$ cat config.mk
export PLATFORM = sky130hd
export DESIGN_NAME = e203_itcm_arb
export DESIGN_NICKNAME = d
export VERILOG_FILES = /design/src/rtl/e203_itcm_pkg.sv /design/src/rtl/e203_itcm_rsp_hold.sv /design/src/rtl/e203_itcm_arb.sv
export SDC_FILE = /design/constraint.sdc
export NUM_CORES = 1
export LEC_CHECK = 0
export CAP_MARGIN = 20
export CORE_AREA = 4 4 150 152
export DETAILED_ROUTE_END_ITERATION = 8
export DIE_AREA = 0 0 154 156
export DONT_BUFFER_PORTS = 1
export SLEW_MARGIN = 20
export SYNTH_ARGS = -nofsm -noshare
export SYNTH_HDL_FRONTEND = slang
export SYNTH_HIERARCHICAL = 1
export SYNTH_SLANG_ARGS = --single-unit
$ cat constraint.sdc
create_clock -name clk -period 2.3 [get_ports clk]
set_input_delay 0.23 -clock clk [delete_from_list [all_inputs] [get_ports clk]]
set_output_delay 0.23 -clock clk [all_outputs]
set_load 0.02 [all_outputs]
$ cat src/rtl/e203_itcm_pkg.sv
// +----------------------------------------------------------------------+
// | Module   : e203_itcm_pkg                                             |
// | Purpose  : Shared definitions for the ITCM front-end: requester IDs  |
// |            and the light-sleep idle threshold default.               |
// | Revision : 1.0  initial release                                      |
// +----------------------------------------------------------------------+
`default_nettype none

package e203_itcm_pkg;

  // Requester identity, used for the response owner and the arbitration history
  typedef enum logic {
    REQ_IFU = 1'b0,
    REQ_LSU = 1'b1
  } req_id_e;

  // Default number of idle cycles before the SRAM enters light sleep
  localparam int LS_IDLE_DEF = 8;

  // Convert the idle threshold into the width of the idle counter,
  // clamping into the legal 1..15 range
  function automatic logic [3:0] ls_thresh(input int val);
    if (val < 1) begin
      return 4'd1;
    end else if (val > 15) begin
      return 4'd15;
    end else begin
      return 4'(val);
    end
  endfunction

endpackage : e203_itcm_pkg

`default_nettype wire

$ cat src/rtl/e203_itcm_rsp_hold.sv
// +----------------------------------------------------------------------+
// | Module   : e203_itcm_rsp_hold                                        |
// | Purpose  : Single-entry response tracker. Presents SRAM read data    |
// |            the cycle after a grant and freezes it in a hold register |
// |            while the owning port back-pressures.                     |
// | Revision : 1.0  initial release                                      |
// +----------------------------------------------------------------------+
`default_nettype none

import e203_itcm_pkg::*;

module e203_itcm_rsp_hold #(
  parameter int DW = 64
) (
  input  logic          clk,
  input  logic          rst_n,
  input  logic          acc,
  input  req_id_e       acc_owner,
  input  logic          acc_wr,
  input  logic [DW-1:0] ram_dout,
  input  logic          ifu_rsp_ready,
  input  logic          lsu_rsp_ready,
  output logic          rsp_pend,
  output logic          rsp_hs,
  output logic          ifu_rsp_valid,
  output logic          lsu_rsp_valid,
  output logic [DW-1:0] rsp_rdata
);

  logic          r_pend;
  req_id_e       r_owner;
  logic          r_wr;
  logic          r_hold_vld;
  logic [DW-1:0] r_hold_data;
  logic          w_owner_ready;

  assign w_owner_ready = (r_owner == REQ_LSU) ? lsu_rsp_ready : ifu_rsp_ready;
  assign rsp_hs        = r_pend & w_owner_ready;
  assign rsp_pend      = r_pend;
  assign ifu_rsp_valid = r_pend & (r_owner == REQ_IFU);
  assign lsu_rsp_valid = r_pend & (r_owner == REQ_LSU);

  // Writes return zero; reads return live SRAM data until it has been frozen
  assign rsp_rdata = r_wr       ? '0 :
                     r_hold_vld ? r_hold_data : ram_dout;

  // Track the outstanding response and capture SRAM data on the first stall cycle
  always_ff @(posedge clk or negedge rst_n) begin
    if (!rst_n) begin
      r_pend      <= 1'b0;
      r_owner     <= REQ_IFU;
      r_wr        <= 1'b0;
      r_hold_vld  <= 1'b0;
      r_hold_data <= '0;
    end else if (acc) begin
      r_pend     <= 1'b1;
      r_owner    <= acc_owner;
      r_wr       <= acc_wr;
      r_hold_vld <= 1'b0;
    end else if (rsp_hs) begin
      r_pend     <= 1'b0;
      r_hold_vld <= 1'b0;
    end else if (r_pend && !r_hold_vld) begin
      r_hold_vld  <= 1'b1;
      r_hold_data <= ram_dout;
    end
  end

endmodule : e203_itcm_rsp_hold

`default_nettype wire

$ cat src/rtl/e203_itcm_arb.sv
// +----------------------------------------------------------------------+
// | Module   : e203_itcm_arb                                             |
// | Purpose  : IFU/LSU arbiter and sequencer for the single-port ITCM    |
// |            SRAM, with response hold and idle light-sleep control.    |
// | Config   : E203_ITCM_ARB_LSU_PRIO_EN - when defined the LSU always   |
// |            wins a conflict; otherwise round-robin arbitration.       |
// | Revision : 1.0  initial release                                      |
// +----------------------------------------------------------------------+
`default_nettype none

import e203_itcm_pkg::*;

module e203_itcm_arb #(
  parameter int BAW     = 16,
  parameter int DW      = 64,
  parameter int MW      = 8,
  parameter int AW      = BAW - 3,
  parameter int LS_IDLE = LS_IDLE_DEF
) (
  input  logic           clk,
  input  logic           rst_n,
  // IFU command / response
  input  logic           ifu_cmd_valid,
  output logic           ifu_cmd_ready,
  input  logic [BAW-1:0] ifu_cmd_addr,
  output logic           ifu_rsp_valid,
  input  logic           ifu_rsp_ready,
  output logic [DW-1:0]  ifu_rsp_rdata,
  // LSU command / response
  input  logic           lsu_cmd_valid,
  output logic           lsu_cmd_ready,
  input  logic           lsu_cmd_read,
  input  logic [BAW-1:0] lsu_cmd_addr,
  input  logic [DW-1:0]  lsu_cmd_wdata,
  input  logic [MW-1:0]  lsu_cmd_wmask,
  output logic           lsu_rsp_valid,
  input  logic           lsu_rsp_ready,
  output logic [DW-1:0]  lsu_rsp_rdata,
  // SRAM side
  output logic           ram_cs,
  output logic           ram_we,
  output logic [AW-1:0]  ram_addr,
  output logic [MW-1:0]  ram_wem,
  output logic [DW-1:0]  ram_din,
  input  logic [DW-1:0]  ram_dout,
  output logic           ram_ls,
  output logic           ram_ds,
  output logic           ram_sd
);

  localparam logic [3:0] C_LS_IDLE = ls_thresh(LS_IDLE);

  logic          w_rsp_pend;
  logic          w_rsp_hs;
  logic          w_can_acc;
  logic          w_lsu_prio;
  logic          w_ifu_acc;
  logic          w_lsu_acc;
  logic          w_acc;
  logic          w_lsu_wr;
  logic          w_any_valid;
  logic [3:0]    w_idle_nxt;
  logic [DW-1:0] w_rsp_rdata;
  logic          r_ram_ls;
  logic [3:0]    r_idle_cnt;
  logic          w_unused;

  // Command address bits below the SRAM word are not needed
  assign w_unused = ^{ifu_cmd_addr[2:0], lsu_cmd_addr[2:0]};

  // A new command may enter only when the response slot is free (or freeing) and the SRAM is awake
  assign w_can_acc = (!w_rsp_pend || w_rsp_hs) && !r_ram_ls;

`ifdef E203_ITCM_ARB_LSU_PRIO_EN
  assign w_lsu_prio = 1'b1;
`else
  req_id_e r_last_grant;

  // The LSU has priority on a conflict only if the IFU was granted last
  assign w_lsu_prio = (r_last_grant == REQ_IFU);

  // Remember the most recent grantee for round-robin
  always_ff @(posedge clk or negedge rst_n) begin
    if (!rst_n) begin
      r_last_grant <= REQ_LSU;
    end else if (w_acc) begin
      r_last_grant <= w_lsu_acc ? REQ_LSU : REQ_IFU;
    end
  end
`endif

  assign ifu_cmd_ready = w_can_acc && !(lsu_cmd_valid && w_lsu_prio);
  assign lsu_cmd_ready = w_can_acc && !(ifu_cmd_valid && !w_lsu_prio);
  assign w_ifu_acc     = ifu_cmd_valid && ifu_cmd_ready;
  assign w_lsu_acc     = lsu_cmd_valid && lsu_cmd_ready;
  assign w_acc         = w_ifu_acc || w_lsu_acc;
  assign w_lsu_wr      = w_lsu_acc && !lsu_cmd_read;

  assign ram_cs   = w_acc;
  assign ram_we   = w_lsu_wr;
  assign ram_addr = w_lsu_acc ? lsu_cmd_addr[BAW-1:3] : ifu_cmd_addr[BAW-1:3];
  assign ram_wem  = w_lsu_wr ? lsu_cmd_wmask : {MW{1'b1}};
  assign ram_din  = lsu_cmd_wdata;
  assign ram_ls   = r_ram_ls;
  assign ram_ds   = 1'b0;
  assign ram_sd   = 1'b0;

  e203_itcm_rsp_hold #(
    .DW(DW)
  ) u_rsp_hold (
    .clk           (clk),
    .rst_n         (rst_n),
    .acc           (w_acc),
    .acc_owner     (w_lsu_acc ? REQ_LSU : REQ_IFU),
    .acc_wr        (w_lsu_wr),
    .ram_dout      (ram_dout),
    .ifu_rsp_ready (ifu_rsp_ready),
    .lsu_rsp_ready (lsu_rsp_ready),
    .rsp_pend      (w_rsp_pend),
    .rsp_hs        (w_rsp_hs),
    .ifu_rsp_valid (ifu_rsp_valid),
    .lsu_rsp_valid (lsu_rsp_valid),
    .rsp_rdata     (w_rsp_rdata)
  );

  assign ifu_rsp_rdata = w_rsp_rdata;
  assign lsu_rsp_rdata = w_rsp_rdata;

  // Idle counter: quiet cycles only, saturating at the threshold
  assign w_any_valid = ifu_cmd_valid || lsu_cmd_valid;
  assign w_idle_nxt  = (w_any_valid || w_rsp_pend)  ? 4'd0 :
                       (r_idle_cnt == C_LS_IDLE)    ? r_idle_cnt :
                                                      r_idle_cnt + 4'd1;

  // Count idle cycles and drive light sleep; any request wakes the SRAM next cycle
  always_ff @(posedge clk or negedge rst_n) begin
    if (!rst_n) begin
      r_idle_cnt <= 4'd0;
      r_ram_ls   <= 1'b0;
    end else begin
      r_idle_cnt <= w_idle_nxt;
      if (w_any_valid) begin
        r_ram_ls <= 1'b0;
      end else if (w_idle_nxt == C_LS_IDLE) begin
        r_ram_ls <= 1'b1;
      end
    end
  end

endmodule : e203_itcm_arb

`default_nettype wire

==> results.ini <==
[route]
vias_per_cell=4.42
ant_nets=0
wl_per_cell_um=19.1
drc_errors=0
drt_iter0_drc=225
wl_um=13600
first_pass_iters=4
num_vias=3138

[sta]
holdWs_ns=0.0312
fin_crit_sh=0.996
worst_slew_pin_slew_ns=0.699
final-hold-violation-count=0
setup_violations=0
timing.fmax_mhz=437
relSlewSlack=0.534
skew_ns=0.00740
rsz0062_at_grt=yes
final_max_slew_viol_count=0
period_needed_ns=2.29

[critical_path]
ff2ff_path_depth=9
cp_data_required_time_ns=2.07
worstSetupEndpoint=ram_addr[0]
cp-startpoint=u_rsp_hold/r_owner
r2r_slack_ns=0.10
r2r-end=u_rsp_hold/r_hold_data[28]
setup.worst_path.start_class=flip-flop
end_kind=output pin
worstPathMaxFanout=7
cp.arrival_ns=2.06
criticalPathCategory=reg -> out
reg2reg_from=u_rsp_hold/r_owner

[clock_tree]
clkTransAtPathRegs_ns=0.06
cts_tree=done
cts_max_level=3
numClockSinks=74
clock_latency_ns=0.34
root_buffer=clkbuf_16
cts_buffers=9
clock_tree.buffer_depth=2

[power_and_ir_drop]
power_switching_mw=4.57
ir_worst_vdd_mv=0.705
p_total_mw=10.4
p_per_area_mw_per_mm2=1820
intPower_mw=5.80
leakagePower_nw=2.68
pwr-share-comb=0.602
seqPwrFrac=0.232
clock_power_share=0.166
switching_share=0.441

[final_layout]
fin_area_mm2=0.00572
final_util=0.272
fillers=2186
area_delta_synth_final_pct=6.01
fin_cells=710
nets=609
diodes=0
drive_gt1_frac=0.448

[floorplanning]
coreArea_mm2=0.0210
die_h_um=156
num_rows=53
initial_core_util=0.256
dieArea_mm2=0.0240
ios=397
dieWidth_um=154

[logic_synthesis]
synth_common_cells=130 x buf_4, 73 x dfrtp_1, 69 x mux2_4, 69 x nor2_1, 65 x mux2i_1
synth_top_area_frac=0.339
yosysWarnings=6
yosys.cell_types.count=37
synth_seq_area_share=0.344
yosys.cell_count.top_type=buf_4
synth-async-reset-ratio=1.00
yosys.area.top_type=dfrtp_1
synth-main-ff-cell=dfrtp_1
postSynthCellCount=487
yosys_register_bits=74
synthTopCellsByArea=dfrtp_1 34%, mux2_4 19%, buf_4 18%, mux2i_1 12%, nor2_1 4.8%
syn_area_per_cell_um2=11.1
syn_area_mm2=0.00539
synth-edff-count=0

[grt]
grt_pass1_wl_um=20900
grt_usage=0.110
grt_pass1_vias=3593
antenna_found_initial=0
grt_max_degree=75
grt-ovfl-total=0

[hold_path]
hold_path.class=in -> reg
holdPathStages=2

[placed_design]
place_inst=690
place_hpwl_um=10000
placed_area_mm2=0.00525
gp_congestion=0.816
portBuffers=0

[status]
outcome=finished clean

[job]
cap_viol_max_count=0

## through the flow
step                setup TNS, ns  setup slack [ns]
floorplan                       0            0.0593
global placement                0             0.166
detailed placement              0             0.127
CTS                             0           0.00838
global route                -1.15           -0.0980
finish                          0            0.0102
## cells by family (layout without fill, tap and decap cells)
group,after synthesis,count (layout),share of synthesized area
AOI/OAI and AO/OA,8,8,0.00905
xor gates and xnor gates,1,1,0.00162
adders and majority gates,2,2,0.00464
buffers and inverters,155,101,0.212
DFF,74,74,0.344
muxes,145,145,0.336
other,1,2,0.000696
and+or+nand+nor,101,102,0.0921
## power by group through the flow
stage	combinational [mW]	clock (mW)	sequential (mW)
after floorplan	5.67	0	2.22
after global placement	6.08	0	2.36
after detailed placement	6.20	0	2.42
after CTS	6.30	1.79	2.40
after global routing	6.65	1.84	2.49
final	6.25	1.72	2.40
## critical path: stages, from the launching register on
cell,delay [ns]
dfrtp_1,0.42
mux2i_2,0.17
nor2b_1,0.12
nand2b_4,0.14
buf_6,0.11
nand4b_4,0.20
inv_8,0.16
mux2_2,0.41
## sequential cells by signal, indices dropped and copies added (netlist names)
signal                  cells
u_rsp_hold/r_hold_vld       1
u_rsp_hold/r_hold_data     64
u_rsp_hold/rsp_pend         1
ram_ls                      1
r_idle_cnt                  4
r_last_grant                1
u_rsp_hold/r_owner          1
u_rsp_hold/r_wr             1
## final cells by class
cell class / instances / area (um2) / share of cell area
Clock buffer: 9 / 225 / 0.0394
Clock inverter: 5 / 129 / 0.0225
Inverter: 4 / 22.5 / 0.00394
Multi-Input combinational cell: 260 / 2450 / 0.428
Sequential cell: 74 / 1860 / 0.325
Tap cell: 275 / 344 / 0.0602
Timing Repair Buffer: 82 / 679 / 0.119
Timing Repair inverter: 1 / 8.76 / 0.00153
## worst min-delay path by stage
stage | startpoint | end | slack (ns)
after global placement | rst_n | u_rsp_hold/r_hold_data[25] | -0.06
after floorplan | rst_n | r_idle_cnt[0] | -0.07
final | lsu_cmd_valid | r_last_grant | 0.03
after global routing | ram_dout[29] | u_rsp_hold/r_hold_data[29] | 0.02
after detailed placement | rst_n | u_rsp_hold/r_hold_data[25] | -0.06
after CTS | lsu_cmd_valid | r_last_grant | 0.007
## metal layers
| layer | vias to the layer above | GRT usage | wire length (um) |
|---|---|---|---|
| li1 | 1392 | - | - |
| met1 | 1537 | 0.129 | 5320 |
| met2 | 168 | 0.183 | 6800 |
| met3 | 41 | 0.0391 | 1110 |
| met4 | 0 | 0.0479 | 324 |
| met5 | - | 0 | 0 |
## layout by cell type (no fill, tap or decap), types with 2 or more instances in the layout
| cell | instances |
|---|---|
| a21oi_1 | 4 |
| and2_1 | 2 |
| buf_12 | 3 |
| buf_4 | 76 |
| bufinv_16 | 4 |
| clkbuf_16 | 9 |
| conb_1 | 2 |
| dfrtp_1 | 71 |
| ha_1 | 2 |
| inv_1 | 3 |
| mux2_2 | 9 |
| mux2_4 | 70 |
| mux2i_1 | 65 |
| nand2_1 | 4 |
| nand2b_1 | 2 |
| nor2_1 | 68 |
| nor2b_1 | 5 |
| or3_2 | 4 |
| or3_4 | 4 |
## what timing repair did
action,in CTS,in global routing
hold buffers,2,0
gates resized for setup,3,7
setup endpoints to repair,13,20
setup buffers,1,1
gates cloned,2,0
endpoints found under the hold margin,74,0
Power figures use the tool's default switching activity.
